[src/rtl/stopwatch_display_scan.sv]
// Six-digit multiplexed seven-segment driver for the stopwatch BCD outputs.
// Shows a per-frame snapshot of the time, with lap hold, anti-ghost blanking and leading-zero blanking.
module stopwatch_display_scan #(
    parameter int SCAN_DIV  = 100000,
    parameter int BLANK_CYC = 2,
    parameter int CNT_W     = 17
) (
    input  logic       clk,
    input  logic       rst,
    input  logic [3:0] sec_ones,
    input  logic [3:0] sec_tens,
    input  logic [3:0] min_ones,
    input  logic [3:0] min_tens,
    input  logic [3:0] hr_ones,
    input  logic [3:0] hr_tens,
    input  logic       hold,
    input  logic       lz_en,
    input  logic       colon_on,
    output logic [5:0] an,
    output logic [6:0] seg,
    output logic       dp
);

    localparam logic [CNT_W-1:0] SLOT_LAST = CNT_W'(SCAN_DIV - 1);
    localparam logic [CNT_W-1:0] BLANK_END = CNT_W'(BLANK_CYC);

    logic [CNT_W-1:0] scan_cnt;
    logic [2:0]       idx;
    logic [5:0][3:0]  snapshot;

    logic       slot_end;
    logic       frame_end;
    logic [3:0] cur_digit;
    logic       dark;
    logic [5:0] an_next;
    logic [6:0] seg_next;
    logic       dp_next;

    assign slot_end  = (scan_cnt == SLOT_LAST);
    assign frame_end = slot_end && (idx == 3'd5);

    // Digit currently being scanned; idx never reaches 6 or 7.
    always_comb begin
        cur_digit = snapshot[5];
        case (idx)
            3'd0: cur_digit = snapshot[0];
            3'd1: cur_digit = snapshot[1];
            3'd2: cur_digit = snapshot[2];
            3'd3: cur_digit = snapshot[3];
            3'd4: cur_digit = snapshot[4];
            default: cur_digit = snapshot[5];
        endcase
    end

    always_comb begin
        seg_next = 7'b0111111;
        case (cur_digit)
            4'd0: seg_next = 7'b1000000;
            4'd1: seg_next = 7'b1111001;
            4'd2: seg_next = 7'b0100100;
            4'd3: seg_next = 7'b0110000;
            4'd4: seg_next = 7'b0011001;
            4'd5: seg_next = 7'b0010010;
            4'd6: seg_next = 7'b0000010;
            4'd7: seg_next = 7'b1111000;
            4'd8: seg_next = 7'b0000000;
            4'd9: seg_next = 7'b0010000;
            default: seg_next = 7'b0111111;
        endcase
    end

    // A slot goes dark during its guard cycles and when the hours-tens zero is suppressed.
    always_comb begin
        dark    = (scan_cnt < BLANK_END)
                  || ((idx == 3'd5) && lz_en && (cur_digit == 4'd0));
        an_next = dark ? 6'b111111 : ~(6'b000001 << idx);
        dp_next = ~(~dark && colon_on && ((idx == 3'd2) || (idx == 3'd4)));
    end

    always_ff @(posedge clk) begin
        if (rst) begin
            scan_cnt <= '0;
            idx      <= '0;
            snapshot <= '0;
            an       <= 6'b111111;
            seg      <= 7'b1111111;
            dp       <= 1'b1;
        end else begin
            scan_cnt <= slot_end ? '0 : scan_cnt + 1'b1;
            if (slot_end) begin
                idx <= (idx == 3'd5) ? 3'd0 : idx + 3'd1;
            end
            // Whole-frame capture keeps the shown time tear-free; hold only matters here.
            if (frame_end && !hold) begin
                snapshot <= {hr_tens, hr_ones, min_tens, min_ones, sec_tens, sec_ones};
            end
            an  <= an_next;
            seg <= dark ? 7'b1111111 : seg_next;
            dp  <= dp_next;
        end
    end

endmodule

[config.mk]
export PLATFORM = sky130hd
export DESIGN_NAME = stopwatch_display_scan
export DESIGN_NICKNAME = d
export VERILOG_FILES = /design/src/rtl/stopwatch_display_scan.sv
export SDC_FILE = /design/constraint.sdc
export NUM_CORES = 1
export LEC_CHECK = 0
export BUFFER_PORTS_ARGS = -buffer_cell sky130_fd_sc_hd__buf_4
export CORE_ASPECT_RATIO = 1.2
export CORE_MARGIN = 3
export CORE_UTILIZATION = 50
export DETAILED_ROUTE_END_ITERATION = 12
export PLACE_DENSITY_LB_ADDON = 0.3
export SYNTH_ARGS = -nofsm -noshare
export SYNTH_HDL_FRONTEND = slang
export SYNTH_SLANG_ARGS = --single-unit
[constraint.sdc]
create_clock -name clk -period 2.7 [get_ports clk]
set_input_delay 0.135 -clock clk [delete_from_list [all_inputs] [get_ports clk]]
set_output_delay 0.135 -clock clk [all_outputs]
set_load 0.05 [all_outputs]
==> metrics.md <==
| Metric | Value |
|---|---|
| Final Routed Wirelength | 5660 um |
| DPL Wire Length | 4090 um |
| Ys Warns | 0 |
| Num CTS Buffers | 9 |
| GPL Wtd Cong | 0.887 |
| Sequential Power Share | 53.5% |
| Layer with the highest usage | met2 |
| CTS tree | done |
| WL/cell | 13.8 um |
| Drt pass-1 iters | 4 |
| Clock power frac | 39.2% |
| Post-synth top area share | 44.7% |
| Area of the multi-input gates | 1320 sq um |
| Peak supply drop | 0.000310 V |
| Power Density | 529 nW/um^2 |
| H-tree levels | 3 |
| Placed insts | 397 |
| Layout cell share with drive strength beyond 1 | 23.8% |
| Ports | 43 |
| Cells after synthesis | 302 |
| Switching Share | 23.6% |
| RR Startpoint | idx[2] |
| Starting density of the core | 52.2% |
| Overall routing resource usage | 20.0% |
| FF-to-FF setup slack | 280 ps |
| Fin Setup TNS | 0 ps |
| Synth async-reset ratio | 0% |
| Hold depth | 2 |
| Combinational power share | 7.2% |
| Outcome | completed |
| RSZ-0062 raised after global routing | no |
| Reg2reg end | seg[3] |
| FMAX | 413 MHz |
| Total gr overflow | 0 |
| Via count | 2,175 |
| GR met1 Demand/Resource | 23.5% |
| Lkg Pwr | 0.00116 uW |
| Number of diodes | 0 |
| Clock sinks | 58 |
| Hold Buf Count CTS | 0 |
| Synthesized cell area | 2600 sq um |
| Root Driver | clkbuf_8 |
| Setup CP Type | flip-flop to flip-flop |
| Tightest Hold Check Type | input port to flip-flop |
| DR DRC count | 0 |
| Number of global-route vias before repair | 2,107 |
| Slew Limit Fails | 0 |
| Unique cell type count in the Yosys netlist | 47 |
| Commonest non-fill, non-tap cell in the layout | nand2_1 |
| Rows | 28 |
| Slew at the pin closest to its max-slew limit | 543 ps |
| Post-cts sizing count | 0 |
| Met3 global-route usage | 4.98% |
| CP arrival | 2590 ps |
| Worst Reg2Reg Path Length in Cells | 8 |
| Reg clk slew, reported paths | 70 ps |
| Final setup fails | 0 |
| EDFF count, synth | 0 |
| Commonest non-fill, non-tap cells in the layout | 64 x nand2_1, 56 x dfxtp_1, 50 x buf_4 |
| Routed Antenna Nets | 0 |
| CP required | 2870 ps |
| Sequential element share of the synthesized area | 44.7% |
| Avg Inst Size Synth | 8.60 sq um |
| CP Launch Type | flip-flop |
| Max-slew headroom | 63.7% |
| # Post-CTS Setup Buffers | 0 |
| Layout Skew | 11.6 ps |
| Clock buffer depth | 2 |
| Grt met2 use | 33.4% |
| Fin nets | 384 |
| Die ar. | 6100 sq um |
| Syn_nets | 338 |
| Critical Path Fanout Max | 10 |
| Synthesis-stage register bit count | 58 |
| Initial antenna violation count | 0 |
| Commonest register cell after synthesis | dfxtp_1 |
| Core ar. | 4970 sq um |
| Pint | 1250 uW |
| Hold Path End | dp |
| Setup crit end kind | flip-flop |
| Port Buffer Count | 42 |
| Max-Cap Viols | 0 |
| Min-delay src | colon_on |
| Initial DRC count | 122 |
| Final hold vios | 0 |
| Filler Cell Count | 481 |
| Period utilisation layout | 89.6% |
| Largest net degree at the start of global routing | 30 |
| First-pass GRT wire length | 9550 um |
| Cell accounting for the most synthesized area | dfxtp_1 |
| Clk Latency, worst-skew pair | 330 ps |
| Sequential cell area | 1160 sq um |
| Die Span Y | 84.9 um |
| Area grow syn2layout | 19.4% |
| Vias per cell | 5.32 |
| Post-Layout Cell Count | 409 |
| DIE WIDTH | 71.8 um |
| Sw Pwr | 387 uW |
| Main area contributors after synthesis | dfxtp_1 45%, nand2_1 9.3%, nor2_1 4.6%, a21oi_2 4.0%, a21oi_1 3.5% |
| Period minus WS final | 2420 ps |
-- power groups by stage --
| stage | Sequential, uW | Combinational, uW | Clock, uW |
|---|---|---|---|
| CTS | 879 | 119 | 655 |
| floorplan | 931 | 29.5 | 0 |
| finish | 879 | 118 | 644 |
| global route | 880 | 127 | 697 |
| detailed placement | 897 | 118 | 0 |
| global placement | 897 | 117 | 0 |
-- registers in the layout, indices dropped and copies added (netlist names) --
name and flops:
snapshot 24, scan_cnt 17, seg 7, an 6, idx 3, dp 1
-- layer usage --
metal  up-vias  share of wire, %
li1       1110                 -
met1      1008                45
met2        44                50
met3        13               3.8
met4         0               2.1
met5         -                 0
-- critical path: stages (launching register included) --
cell     delay, ps
dfxtp_2        410
inv_1          100
ha_1           280
a22oi_1        200
o21ai_0        150
mux2i_2        230
inv_1          120
o32ai_1        540
o21ai_0        240
-- logic make-up after synthesis --
family          after synthesis  synth area share [%]
compound gates               57                  14.8
xor+xnor                     16                  5.40
fa+ha+maj                     8                  3.76
buf+inv                      20                  4.58
flops                        58                  44.7
mux                           6                  2.41
simple gates                137                  24.3
-- area by class of cell --
| type | count | area share [%] |
|---|---|---|
| multi-input cells | 224 | 42.6 |
| inverters | 5 | 0.606 |
| clock inverters | 1 | 0.161 |
| well taps | 60 | 2.42 |
| flip-flops and latches | 58 | 37.5 |
| repair buffers | 50 | 12.1 |
| clock buffers | 11 | 4.56 |
-- Yosys cell counts, types with 3 or more instances --
| master | count |
|---|---|
| o21a_1 | 3 |
| buf_2 | 5 |
| nor2_1 | 32 |
| ha_1 | 7 |
| xor2_1 | 9 |
| clkbuf_1 | 5 |
| nand2_1 | 64 |
| and3_1 | 4 |
| nand4_1 | 5 |
| a21oi_2 | 12 |
| nand3_1 | 9 |
| a22oi_1 | 3 |
| dfxtp_1 | 58 |
| mux2i_1 | 4 |
| xnor2_1 | 7 |
| inv_1 | 5 |
| o21ai_0 | 10 |
| and4_1 | 3 |
| a21oi_1 | 18 |
| o211ai_1 | 3 |
-- worst max-delay path by stage --
stage / endpoint / slack [ps] / from / depth (start not counted)
3_3_place_gp: seg[0] / 390 / idx[0] / 8
5_1_grt: seg[4] / 110 / idx[2] / 10
4_1_cts: seg[3] / 170 / idx[2] / 8
2_1_floorplan: seg[4] / 40 / idx[0] / 12
3_5_place_dp: seg[3] / 230 / idx[2] / 8
6_report: seg[3] / 280 / idx[2] / 8
-- metrics by stage --
stage	worst slack [ps]	area, sq um	hold slack (ps)	power (uW)	util [%]
4_1_cts	169	3090	13.2	1650	62.2
3_3_place_gp	386	2950	348	1010	59.2
3_5_place_dp	235	2950	360	1020	59.2
5_1_grt	113	3100	23.3	1700	62.3
2_1_floorplan	41.0	2600	224	961	-
6_report	280	3100	18.1	1640	62.3
No activity file was read; power rests on OpenSTA's default activity.
